<file path="config.mk">
export PLATFORM = sky130hd
export DESIGN_NAME = signal_head_decoder
export DESIGN_NICKNAME = d
export VERILOG_FILES = /design/src/rtl/signal_head_decoder.sv
export SDC_FILE = /design/constraint.sdc
export NUM_CORES = 1
export LEC_CHECK = 0
export ABC_CLOCK_PERIOD_IN_PS = 6600
export BUFFER_PORTS_ARGS = -buffer_cell sky130_fd_sc_hd__buf_2
export CORE_ASPECT_RATIO = 0.7
export CORE_MARGIN = 2
export CORE_UTILIZATION = 48
export CTS_CLUSTER_DIAMETER = 60
export DETAILED_ROUTE_END_ITERATION = 12
export GPL_TIMING_DRIVEN = 0
export PLACE_DENSITY = 0.65
export SKIP_CTS_REPAIR_TIMING = 1
export SLEW_MARGIN = 20
export SYNTH_ARGS = -nofsm -noshare
export SYNTH_HDL_FRONTEND = slang
export SYNTH_SLANG_ARGS = --single-unit
</file>
<file path="constraint.sdc">
create_clock -name CCLK -period 6.6 [get_ports CCLK]
set_clock_uncertainty 0.1 [all_clocks]
set_input_delay 0.66 -clock CCLK [delete_from_list [all_inputs] [get_ports CCLK]]
set_output_delay 0.66 -clock CCLK [all_outputs]
set_load 0.03 [all_outputs]
</file>
<file path="src/rtl/signal_head_decoder.sv">
// Receiver for the controller's 5-bit phase code: synchronize, debounce,
// check the phase sequence and drive lamps, falling back to flashing red.
module signal_head_decoder #(
    parameter int STABLE_CYCLES  = 16,
    parameter int FLASH_CYCLES   = 25000000,
    parameter int TIMEOUT_CYCLES = 200000000
) (
    input  logic       CCLK,
    input  logic       reset_n,
    input  logic [4:0] code_in,
    output logic [2:0] ns_left,
    output logic [2:0] ns_thru,
    output logic [2:0] ew_left,
    output logic [2:0] ew_thru,
    output logic       ns_walk,
    output logic       ew_walk,
    output logic       fault,
    output logic [1:0] fault_cause,
    output logic [4:0] cur_code
);

    localparam int CW = $clog2(STABLE_CYCLES);
    localparam int WW = $clog2(TIMEOUT_CYCLES + 1);
    localparam int FW = $clog2(FLASH_CYCLES + 1);

    localparam logic [CW-1:0] CNT_MAX  = CW'(STABLE_CYCLES - 1);
    localparam logic [WW-1:0] WDOG_MAX = WW'(TIMEOUT_CYCLES - 1);
    localparam logic [FW-1:0] FCNT_MAX = FW'(FLASH_CYCLES - 1);

    localparam logic [2:0] RED  = 3'b100;
    localparam logic [2:0] YEL  = 3'b010;
    localparam logic [2:0] GRN  = 3'b001;
    localparam logic [2:0] DARK = 3'b000;

    typedef enum logic [1:0] {
        ST_INIT,
        ST_RUN,
        ST_FAULT
    } state_t;

    state_t          state;
    state_t          state_n;
    logic [4:0]      sync1;
    logic [4:0]      sync2;
    logic [4:0]      cand;
    logic [CW-1:0]   cnt;
    logic [WW-1:0]   wdog;
    logic [WW-1:0]   wdog_n;
    logic [FW-1:0]   fcnt;
    logic [FW-1:0]   fcnt_n;
    logic            flash;
    logic            flash_n;
    logic [4:0]      code_n;
    logic [1:0]      cause_n;
    logic            accept;
    logic [3:0]      idx;
    logic [2:0]      dl;
    logic [2:0]      dt;
    logic            dw;
    logic [2:0]      nsl_n;
    logic [2:0]      nst_n;
    logic [2:0]      ewl_n;
    logic [2:0]      ewt_n;
    logic            nsw_n;
    logic            eww_n;

    function automatic logic is_valid(input logic [4:0] c);
        return (c <= 5'd8) || (c >= 5'd10 && c <= 5'd18);
    endfunction

    function automatic logic [3:0] code_idx(input logic [4:0] c);
        return (c >= 5'd10) ? 4'(c - 5'd10) : c[3:0];
    endfunction

    function automatic logic is_legal(input logic [4:0] a,
                                      input logic [4:0] b);
        logic [3:0] p;
        logic [3:0] n;
        logic       ok;
        p  = code_idx(a);
        n  = code_idx(b);
        ok = 1'b0;
        if ((a >= 5'd10) == (b >= 5'd10)) begin
            case (p)
                4'd0:    ok = (n == 4'd1);
                4'd1:    ok = (n == 4'd2);
                4'd2:    ok = (n == 4'd3) || (n == 4'd7);
                4'd3:    ok = (n == 4'd4) || (n == 4'd5);
                4'd4:    ok = (n == 4'd3) || (n == 4'd5);
                4'd5:    ok = (n == 4'd6);
                4'd7:    ok = (n == 4'd8);
                4'd8:    ok = (n == 4'd6);
                default: ok = 1'b0;
            endcase
        end else begin
            // phase 6 of one road hands over to phase 0 of the other
            ok = (p == 4'd6) && (n == 4'd0);
        end
        return ok;
    endfunction

    always_ff @(posedge CCLK or negedge reset_n) begin
        if (!reset_n) begin
            sync1 <= '0;
            sync2 <= '0;
            cand  <= '0;
            cnt   <= '0;
        end else begin
            sync1 <= code_in;
            sync2 <= sync1;
            if (sync2 != cand) begin
                cand <= sync2;
                cnt  <= '0;
            end else if (cnt != CNT_MAX) begin
                cnt <= cnt + 1'b1;
            end
        end
    end

    assign accept = (cnt == CNT_MAX) &&
                    ((cand != cur_code) || (state == ST_INIT));

    always_ff @(posedge CCLK or negedge reset_n) begin
        if (!reset_n) state <= ST_INIT;
        else          state <= state_n;
    end

    always_comb begin
        state_n = state;
        code_n  = cur_code;
        cause_n = fault_cause;
        wdog_n  = '0;
        unique case (state)
            ST_INIT: begin
                if (accept) begin
                    code_n = cand;
                    if (is_valid(cand)) begin
                        state_n = ST_RUN;
                    end else begin
                        state_n = ST_FAULT;
                        cause_n = 2'b01;
                    end
                end
            end
            ST_RUN: begin
                if (accept) begin
                    code_n = cand;
                    if (!is_valid(cand)) begin
                        state_n = ST_FAULT;
                        cause_n = 2'b01;
                    end else if (!is_legal(cur_code, cand)) begin
                        state_n = ST_FAULT;
                        cause_n = 2'b10;
                    end
                end else if (wdog == WDOG_MAX) begin
                    state_n = ST_FAULT;
                    cause_n = 2'b11;
                end else begin
                    wdog_n = wdog + 1'b1;
                end
            end
            ST_FAULT: begin
                if (accept) begin
                    code_n = cand;
                    if (cand == 5'd0) begin
                        state_n = ST_RUN;
                        cause_n = 2'b00;
                    end
                end
            end
            default: begin
                state_n = ST_INIT;
            end
        endcase

        if ((state_n == ST_FAULT && state != ST_FAULT) ||
            (accept && (cand == 5'd8 || cand == 5'd18))) begin
            fcnt_n  = '0;
            flash_n = 1'b1;
        end else if (fcnt == FCNT_MAX) begin
            fcnt_n  = '0;
            flash_n = ~flash;
        end else begin
            fcnt_n  = fcnt + 1'b1;
            flash_n = flash;
        end
    end

    // lamps are decoded from next-state values so they land with the event
    always_comb begin
        idx   = code_idx(code_n);
        dl    = RED;
        dt    = RED;
        dw    = 1'b0;
        nsl_n = RED;
        nst_n = RED;
        ewl_n = RED;
        ewt_n = RED;
        nsw_n = 1'b0;
        eww_n = 1'b0;
        case (idx)
            4'd0: dl = GRN;
            4'd1: dl = YEL;
            4'd3: dt = GRN;
            4'd4: dt = DARK;
            4'd5: dt = YEL;
            4'd7: begin
                dt = GRN;
                dw = 1'b1;
            end
            4'd8: begin
                dt = YEL;
                dw = flash_n;
            end
            default: ;
        endcase
        if (state_n == ST_RUN) begin
            if (code_n >= 5'd10) begin
                ewl_n = dl;
                ewt_n = dt;
                eww_n = dw;
            end else begin
                nsl_n = dl;
                nst_n = dt;
                nsw_n = dw;
            end
        end else if (state_n == ST_FAULT) begin
            nsl_n = {flash_n, 2'b00};
            nst_n = {flash_n, 2'b00};
            ewl_n = {flash_n, 2'b00};
            ewt_n = {flash_n, 2'b00};
        end
    end

    always_ff @(posedge CCLK or negedge reset_n) begin
        if (!reset_n) begin
            wdog        <= '0;
            fcnt        <= '0;
            flash       <= 1'b1;
            cur_code    <= '0;
            fault_cause <= 2'b00;
            fault       <= 1'b0;
            ns_left     <= RED;
            ns_thru     <= RED;
            ew_left     <= RED;
            ew_thru     <= RED;
            ns_walk     <= 1'b0;
            ew_walk     <= 1'b0;
        end else begin
            wdog        <= wdog_n;
            fcnt        <= fcnt_n;
            flash       <= flash_n;
            cur_code    <= code_n;
            fault_cause <= cause_n;
            fault       <= (state_n == ST_FAULT);
            ns_left     <= nsl_n;
            ns_thru     <= nst_n;
            ew_left     <= ewl_n;
            ew_thru     <= ewt_n;
            ns_walk     <= nsw_n;
            ew_walk     <= eww_n;
        end
    end

endmodule

</file>
==> impl_results.md, run 1 <==
* Fmax at 234 MHz
* Min cycle time layout at 4280 ps
* Worst min path class: in2async
* Cell area power density at 195 nW/um2
* CP Capture Type: flop
* DRC errors left at 0
* Power share of the clock group at 44.2%
* Total gr overflow at 0
* Seq pwr share at 51.5%
* Most common cell after layout, fill and taps aside: dfrtp_1
* Share of cells above drive strength 1 at 12.4%
* Crit-path leading delay family: compound AO/OA/AOI/OAI gates
* Reg2reg start: cur_code[1]$_DFF_PN0_
* Most used DFF post-synth: dfrtp_1
* Main combinational cell family by area after synthesis: simple AND/OR/NAND/NOR gates
* Slew Viols, Final at 0
* Vias at 4213
* Mapped Area at 5340 um2
* Register area share after synthesis at 45.6%
* CP peak stage delay at 710 ps
* Gate power share at 4.2%
* Simple-Gate Fraction of Synth Area at 24.2%
* Worst Setup EP: ew_thru[0]$_DFF_PN0_
* DRT Wirelength at 11.6 mm
* Reg2reg path depth at 12
* CP Buf/Inv Count at 3
* Largest net degree at the start of global routing at 62
* Met1 usage at 30.9%
* Sw Ratio at 21.6%
* Synthesized area per cell at 9.49 um2
* First-pass GRT wire length at 19.9 mm
* # H-tree levels at 3
* Cts bufs inserted at 9
* XOR/XNOR share of the synthesized area at 10.2%
* Clock sink count at 97
* Fin crit share at 64.8%
* Post-Synthesis Cells at 563
* RR Endpoint: ew_thru[0]$_DFF_PN0_
* FP Rows at 32
* Root buffer cell: clkbuf_16
* Placed cell count at 745
* Crit path launch: cur_code[1]$_DFF_PN0_
* 1st-iter DRT viols at 320
* Critical path, cell by cell: clkbuf_1 -> inv_1 -> ha_1 -> buf_1 -> and4b_1 -> a211oi_1 -> nor4b_1 -> a311o_1 -> a32oi_1 -> a311oi_1 -> o22ai_1 -> nor4_1
* Met3 Use GR at 4.90%
* Worst path required time at 6680 ps
* Die Ht at 92.3 um
* Worst reg-to-reg setup slack at 2320 ps
* Async S/R FF share, synth at 100%
* EDFF count, synth at 0
* Final TNS setup at 0 ps
* Stages on worst setup path at 12
* Core Area at 10900 um2
* Final Hold Viols at 0
* Number of global-route vias before repair at 4096
* Initial Util at 48.9%
* Slew HR at 41.9%
* Via-per-instance ratio at 5.55
* Remaining antenna violation count at 0
* Die width at 130 um
* Synth Area in Adders at 2.58%
* All-layer global routing usage at 21.0%
* Clock transition at the registers of the reported paths at 60 ps
* Final setup vio count at 0
* Drt pass-1 iters at 5
* Nets at 621
* Crit path launch type: flop
* Internal at 0.915 mW
* RSZ-0062 raised after global routing: no
* Ys Warns at 0
* Die area at 12000 um2
* HPWL Detailed at 8.19 mm
* Wirelength per Cell at 15.3 um
* GRT met2 Usage at 30.4%
* Antenna Cells at 0
* Synth unique cells at 68
* Leakage at 2.68 nW
* Deepest clock path buffer count at 2
* Peak supply drop at 118 uV
* NetSw at 0.252 mW
* Mux cell area share after synthesis at 0.749%
* Latest clock arrival within the worst-skew pair at 340 ps
* Syn-to-layout area delta at 12.2%
* Synth Area in Compound Gates at 12.8%
* Port Buffers at 28
* # Max-Cap Violations at 0
* I/O Pins at 29
* Grt peak-use layer: met1
* Fillers at 997
* Critical path peak fanout at 10
* Yosys reg bits at 97
* Non-Filler Instances at 759
* Critical Path AT at 4360 ps
* GPL Wtd Cong at 0.876
* Worst setup path class: reg2reg
* CTS tree: yes
* Most frequent cells in the layout: dfrtp_1 (92), nor2_1 (80), nand2_1 (42)
* Worst-margin pin slew at 872 ps
* Post-synth net total at 581
* CP max-delay cell: o22ai_1
* Initial antenna violation count at 0
* Status: finished clean
-- through the flow --
step | utilization, % | total power, mW | hold WS, ps | cell area [um2] | worst slack (ps)
2_1_floorplan | - | 0.639 | 231 | 5340 | 2990
3_3_place_gp | 51.9 | 0.658 | 233 | 5670 | 2540
3_5_place_dp | 52.2 | 0.662 | 235 | 5710 | 2470
4_1_cts | 54.8 | 1.18 | 114 | 5990 | 2400
5_1_grt | 54.8 | 1.21 | 135 | 5990 | 2030
6_report | 54.8 | 1.17 | 111 | 5990 | 2320
-- Yosys cell counts (5+ instances only) --
| master | instances | area share (%) |
|---|---|---|
| nand4_1 | 7 | 0.82 |
| xor2_1 | 36 | 5.9 |
| nor2_1 | 80 | 5.6 |
| nand2b_1 | 6 | 0.70 |
| nor2b_1 | 6 | 0.70 |
| ha_1 | 11 | 2.6 |
| a21oi_1 | 10 | 0.94 |
| o21ai_0 | 12 | 1.1 |
| or3_1 | 10 | 1.2 |
| xnor2_1 | 26 | 4.3 |
| clkbuf_1 | 12 | 0.84 |
| a21o_1 | 5 | 0.70 |
| nor4_1 | 11 | 1.3 |
| and4_1 | 5 | 0.82 |
| a211oi_1 | 6 | 0.84 |
| buf_2 | 13 | 1.2 |
| a31oi_1 | 7 | 0.82 |
| inv_1 | 21 | 1.5 |
| nand2_1 | 42 | 3.0 |
| nand3_1 | 27 | 2.5 |
| dfstp_2 | 5 | 2.5 |
| nor3_1 | 11 | 1.0 |
| dfrtp_1 | 92 | 43 |
| and3_1 | 19 | 2.2 |
| o31ai_1 | 5 | 0.70 |
-- registers in the layout, summed over array words and instances, names as in the netlist --
signal       flops
cand             5
cnt              4
cur_code         5
ew_left          3
ew_thru          3
ew_walk          1
fault            1
fault_cause      2
fcnt            25
flash            1
ns_left          3
ns_thru          3
ns_walk          1
state            2
sync1            5
sync2            5
wdog            28
-- area by class of cell --
cell class / count / area, um2 / share of cell area [%]
clock inverters: 3 / 42.5 / 0.710
inverters: 21 / 78.8 / 1.32
well taps: 153 / 191 / 3.19
plain buffers: 28 / 133 / 2.21
repair buffers: 29 / 174 / 2.90
flip-flops and latches: 97 / 2430 / 40.6
multi-input cells: 417 / 2700 / 45.0
clock buffers: 11 / 243 / 4.05
-- cell families (layout without fill, tap and decap cells) --
group | Yosys count | after routing
and+or+nand+nor | 252 | 252
DFF | 97 | 97
AOI/OAI and AO/OA | 88 | 88
xor gates and xnor gates | 62 | 62
buffers and inverters | 49 | 92
adders and majority gates | 11 | 11
muxes | 4 | 4
-- worst min-delay path by stage --
stage | end | depth (start not counted)
CTS | wdog[14]$_DFF_PN0_ | 1
detailed placement | sync2[0]$_DFF_PN0_ | 0
global route | wdog[8]$_DFF_PN0_ | 1
global placement | sync2[0]$_DFF_PN0_ | 0
finish | wdog[14]$_DFF_PN0_ | 1
floorplan | sync2[0]$_DFF_PN0_ | 0
-- per-layer routing --
| layer | vias to the layer above | routed length [um] |
|---|---|---|
| li1 | 2065 | - |
| met4 | 0 | 123 |
| met5 | - | 0 |
| met3 | 11 | 532 |
| met2 | 105 | 5130 |
| met1 | 2032 | 5850 |
-- power groups by stage --
stage / clock network (mW) / logic (mW) / registers (mW)
6_report: 0.516 / 0.0494 / 0.602
2_1_floorplan: 0 / 0.0270 / 0.612
5_1_grt: 0.553 / 0.0564 / 0.602
3_5_place_dp: 0 / 0.0493 / 0.613
3_3_place_gp: 0 / 0.0457 / 0.613
4_1_cts: 0.531 / 0.0501 / 0.602
(Power assumes the default switching activity.)
==> run 2, diff against run 1 <==
Settings changed: ABC_CLOCK_PERIOD_IN_PS 6600 to 3880, PLACE_DENSITY 0.65 to 0.68.
Clock period 6.6 ns to 3.88 ns, I/O delays scaled along.
==> run 2 against run 1 <==
Cell count increased by 0.66%. Clock power increased by 73%. Largest power group unchanged. Sequential power increased by 69%. Critical endpoint is now ns_walk$_DFF_PN0_. Largest cell class unchanged.
==> impl_results.md, run 2 (synthesis results as in run 1) <==
* Status: finished clean
* Slew HR at 51.0% (+9.1 points)
* Worst setup path class: reg2reg
* CP peak stage delay at 450 ps (-260 ps)
* Remaining antenna violation count at 0 (unchanged)
* Worst-margin pin slew at 729 ps (-143 ps)
* Worst min path class: in2reg
* Post-DP Area at 5710 um2 (unchanged)
* Final Hold Viols at 0 (unchanged)
* Clock transition at the registers of the reported paths at 60 ps (about the same)
* Crit path launch type: flop
* Die area at 12000 um2 (unchanged)
* Number of global-route vias before repair at 4050 (-1.1%)
* Total gr overflow at 0 (unchanged)
* Fmax at 262 MHz (+12%)
* CTS tree: yes
* Most used cell along the critical path: a21o_1
* Wirelength per Cell at 15.1 um (-1.2%)
* Share of cells above drive strength 1 at 14.9% (+2.5 points)
* Critical Path AT at 3960 ps (-400 ps)
* Worst path required time at 4020 ps (-2660 ps)
* First-pass GRT wire length at 19.5 mm (-2.3%)
* Cts bufs inserted at 9 (unchanged)
* Largest net degree at the start of global routing at 70 (+13%)
* Antenna Cells at 0 (unchanged)
* Top Registers: wdog x28, fcnt x25
* Initial Util at 48.9% (unchanged)
* GPL Wtd Cong at 0.888 (+1.4%)
* Finished Cell Area at 6120 um2 (+2.1%)
* Syn-to-layout area delta at 14.5%
* Port Buffers at 28 (unchanged)
* Cell area power density at 327 nW/um2 (+68%)
* 1st-iter DRT viols at 349 (+9.1%)
* Slew Viols, Final at 0 (unchanged)
* Deepest clock path buffer count at 2 (unchanged)
* Max reg flops at 28 (unchanged)
* All-layer global routing usage at 20.4% (-0.63 points)
* Critical path peak fanout at 8 (-2)
* DRC errors left at 0 (unchanged)
* Top reg by flops: wdog
* Final setup vio count at 0 (unchanged)
* Die width at 130 um (unchanged)
* Core Area at 10900 um2 (unchanged)
* # Max-Cap Violations at 0 (unchanged)
* HPWL Detailed at 8.25 mm (+0.80%)
* Root buffer cell: clkbuf_16
* Critical path, cell by cell: ha_2 -> nand4b_1 -> buf_6 -> a21o_1 -> inv_1 -> ha_4 -> nand4_1 -> o21ai_2 -> o31ai_4 -> or3_4 -> a21o_1 -> or4_1 -> a211oi_1
* Most common cell after layout, fill and taps aside: dfrtp_1
* Die Ht at 92.3 um (unchanged)
* # H-tree levels at 3 (unchanged)
* Fin crit share at 98.4% (+34 points)
* Clock sink count at 97 (unchanged)
* Via-per-instance ratio at 5.54 (-0.28%)
* CP Capture Type: flop
* Setup WS pre-CTS at -248 ps (-2720 ps)
* Peak supply drop at 209 uV (+77%)
* Nets at 624 (+0.48%)
* FP Rows at 32 (unchanged)
* Vias at 4229 (+0.38%)
* Most frequent cells in the layout: dfrtp_1 (91), nor2_1 (80), nand2_1 (42)
* I/O Pins at 29 (unchanged)
* CP max-delay cell: dfrtp_1
* DRT Wirelength at 11.6 mm (-0.59%)
* Leakage at 2.71 nW (+0.92%)
* Final TNS setup at 0 ps (unchanged)
* Min cycle time layout at 3820 ps (-462 ps)
* Final Worst Setup Slack at 63.9 ps (-2260 ps)
* Latest clock arrival within the worst-skew pair at 350 ps (about the same)
* Initial antenna violation count at 0 (unchanged)
* Drt pass-1 iters at 4 (-1)
-- run 2: power breakdown --
part | switching [mW] | total, mW | internal [mW]
combinational | 0.0582 | 0.0879 | 0.0297
sequential | 0.00349 | 1.02 | 1.02
clock | 0.374 | 0.892 | 0.519
total | 0.435 | 2.00 | 1.57
-- run 2: final timing paths --
path	start	end	slack, ps	depth (start not counted)
max	state[0]$_DFF_PN0_	ns_walk$_DFF_PN0_	60	13
min	code_in[2]	sync1[2]$_DFF_PN0_	50	1
max reg2reg	state[0]$_DFF_PN0_	ns_walk$_DFF_PN0_	60	13
min reg2reg	sync1[1]$_DFF_PN0_	sync2[1]$_DFF_PN0_	250	0
max in group asynchronous	reset_n	ew_left[2]$_DFF_PN1_	2640	3
min in group asynchronous	reset_n	wdog[13]$_DFF_PN0_	380	2
-- run 2: through the flow --
| step | hold slack (ps) | instances | power [mW] | utilization [%] |
|---|---|---|---|---|
| 5_1_grt | 29.9 | 764 | 2.08 | 56.0 |
| 4_1_cts | -193 | 761 | 2.02 | 54.9 |
| 6_report | 45.8 | 764 | 2.00 | 56.0 |
| 3_3_place_gp | 235 | 744 | 1.12 | 51.9 |
| 2_1_floorplan | -7.59 | 563 | 1.09 | - |
| 3_5_place_dp | 178 | 745 | 1.13 | 52.2 |
-- run 2: worst max-delay path: cells and delay by family (launching register included) --
family                   cells  cell delay, ps
AND/OR/NAND/NOR              4            1260
buffers and inverters        2             350
flip-flops                   1             450
AO/OA/AOI/OAI                5            1100
adder cells (fa/ha/maj)      2             440
-- run 2: area by class of cell --
class	instances	area [um2]
plain buffers	27	136
clock buffers	12	246
clock inverters	4	51.3
fillers	983	4810
inverters	21	81.3
multi-input cells	417	2770
flip-flops and latches	97	2430
well taps	153	191
repair buffers	33	206
-- run 2: routing by layer --
| metal | routed length, um | up-vias | track usage [%] |
|---|---|---|---|
| li1 | - | 2073 | - |
| met1 | 5970 | 2038 | 30.7 |
| met2 | 5010 | 104 | 29.1 |
| met3 | 434 | 14 | 4.67 |
| met4 | 148 | 0 | 6.09 |
| met5 | 0 | - | 0 |
==> run 3, diff against run 2 <==
Settings changed: CORE_UTILIZATION 48 to 55, PLACE_DENSITY 0.68 to 0.76.
==> run 3 against run 2 <==
Final area shrank 0.55%. Non-clock buffer count grew 5. Worst setup slack gained 40 ps. Largest power group unchanged. Highest routed layer unchanged.
==> impl_results.md, run 3 (synthesis results as in run 1) <==
* Latest clock arrival within the worst-skew pair at 340 ps (about the same)
* Max reg flops at 28 (unchanged)
* Share of cells above drive strength 1 at 15.6% (+0.69 points)
* DRC errors left at 0 (unchanged)
* Vias at 4331 (+2.4%)
* Status: finished clean
* All-layer global routing usage at 23.5% (+3.1 points)
* Root buffer cell: clkbuf_16
* Clock sink count at 97 (unchanged)
* Number of global-route vias before repair at 4201 (+3.7%)
* Top reg by flops: wdog
* Multi-input gate area at 2760 um2 (-0.23%)
* Worst-margin pin slew at 795 ps (+66.1 ps)
* Remaining antenna violation count at 0 (unchanged)
* Drt pass-1 iters at 6 (+2)
* Fillers at 772 (-21%)
* Cell area power density at 316 nW/um2 (-3.6%)
* CTS tree: yes
* Antenna Cells at 0 (unchanged)
* CP Capture Type: flop
* Initial antenna violation count at 0 (unchanged)
* Core Area at 9570 um2 (-12%)
* Die width at 122 um (-6.4%)
* Total gr overflow at 0 (unchanged)
* Port Buffers at 28 (unchanged)
* Critical Path AT at 3920 ps (-40 ps)
* Nets at 629 (+0.80%)
* Tot Pwr at 1.92 mW (-4.1%)
* Final Worst Setup Slack at 104 ps (+39.9 ps)
* Met3 Use GR at 5.86% (+1.2 points)
* # H-tree levels at 3 (unchanged)
* Syn-to-layout area delta at 13.9%
* Grt peak-use layer: met2
* Non-Filler Instances at 744 (-2.6%)
* Die Ht at 86.5 um (-6.3%)
* Worst setup path class: reg2reg
* Clock transition at the registers of the reported paths at 70 ps (about the same)
* Critical path peak fanout at 10 (+2)
* Initial Util at 55.8% (+6.9 points)
* RSZ-0062 raised after global routing: yes
* Die area at 10500 um2 (-12%)
* Sequential cell area at 2430 um2 (unchanged)
* First-pass GRT wire length at 19.7 mm (+1.1%)
* Slew HR at 46.5% (-4.4 points)
* Setup WS pre-CTS at -277 ps (-29.2 ps)
* Most common cell after layout, fill and taps aside: dfrtp_1
* Wirelength per Cell at 15.9 um (+4.7%)
* Top Registers: wdog x28, fcnt x25
* # Max-Cap Violations at 0 (unchanged)
* DRT Wirelength at 11.8 mm (+2.0%)
* Min cycle time layout at 3780 ps (-39.9 ps)
* Peak supply drop at 184 uV (-12%)
* I/O Pins at 29 (unchanged)
* Fmax at 265 MHz (+1.1%)
* Slew Viols, Final at 0 (unchanged)
* Placed cell count at 720 (-3.4%)
* GPL Wtd Cong at 0.912 (+2.7%)
* Fin crit share at 97.3% (-1.0 points)
* Worst min path class: in2reg
* Finished Core Util at 63.6% (+7.6 points)
* Met1 usage at 32.1% (+1.4 points)
* GRT met2 Usage at 38.0% (+8.9 points)
* Final setup vio count at 0 (unchanged)
* FP Rows at 30 (-6.3%)
* Crit path launch type: flop
* Via-per-instance ratio at 5.82 (+5.2%)
* Most frequent cells in the layout: dfrtp_1 (91), nor2_1 (80), nand2_1 (42)
* Final Hold Viols at 0 (unchanged)
* HPWL Detailed at 8.35 mm (+1.2%)
* 1st-iter DRT viols at 287 (-18%)
* Deepest clock path buffer count at 2 (unchanged)
* Largest net degree at the start of global routing at 57 (-19%)
* Cts bufs inserted at 9 (unchanged)
* Leakage at 2.73 nW (+0.76%)
* Worst path required time at 4030 ps (about the same)
## run 3: cell types whose count changed in the layout (fill, tap and decap cells not counted), sizes merged
cell / change
bufinv: -1
clkinv: +4
clkbuf: -3
buf: +5
## run 3: per-stage QoR
step	hold slack, ps	setup TNS [ps]	area [um2]
after floorplan	-7.59	0	5340
after global placement	233	-3000	5640
after detailed placement	235	-7510	5680
after CTS	-135	-8050	5950
after global routing	36.3	-152	6080
final	51.6	0	6080
## run 3: report_power, final
part | internal, mW | switching, mW | total, mW
Sequential | 1.02 | 0.00377 | 1.02
Combinational | 0.0297 | 0.0583 | 0.0880
Clock | 0.433 | 0.376 | 0.809
Total | 1.48 | 0.438 | 1.92
## run 3: critical path: stages, from the launching register on
cell      delay [ps]
dfrtp_1          460
ha_2             260
nand4b_1         270
buf_4            230
nor2_1           100
a21o_1           230
inv_1            120
ha_4             200
o211a_1          150
o31ai_4          390
nand3_1          210
a21o_1           270
or4_1            460
a211oi_1         230
## run 3: path summary, 6_finish.rpt
| check | startpoint | endpoint | slack (ps) | cells past startpoint |
|---|---|---|---|---|
| worst max-delay path | state[0]$_DFF_PN0_ | ns_walk$_DFF_PN0_ | 100 | 13 |
| worst min-delay path | code_in[0] | sync1[0]$_DFF_PN0_ | 50 | 1 |
| worst max register to register | state[0]$_DFF_PN0_ | ns_walk$_DFF_PN0_ | 100 | 13 |
| worst min register to register | sync1[1]$_DFF_PN0_ | sync2[1]$_DFF_PN0_ | 250 | 0 |
| max in group asynchronous | reset_n | flash$_DFF_PN1_ | 2590 | 3 |
| min in group asynchronous | reset_n | wdog[15]$_DFF_PN0_ | 430 | 2 |
## run 3: final cells by class
| cell class | count | share of cell area, % |
|---|---|---|
| repair buffers | 38 | 4.01 |
| inverters | 21 | 1.30 |
| multi-input cells | 417 | 45.4 |
| plain buffers | 27 | 2.18 |
| clock buffers | 9 | 3.70 |
| flip-flops and latches | 97 | 40.0 |
| clock inverters | 7 | 0.740 |
| well taps | 128 | 2.63 |
## run 3: routing by layer
metal,up-vias,part of all wire [%]
li1,2082,-
met1,2116,47
met2,121,47
met3,12,5.0
met4,0,1.0
met5,-,0
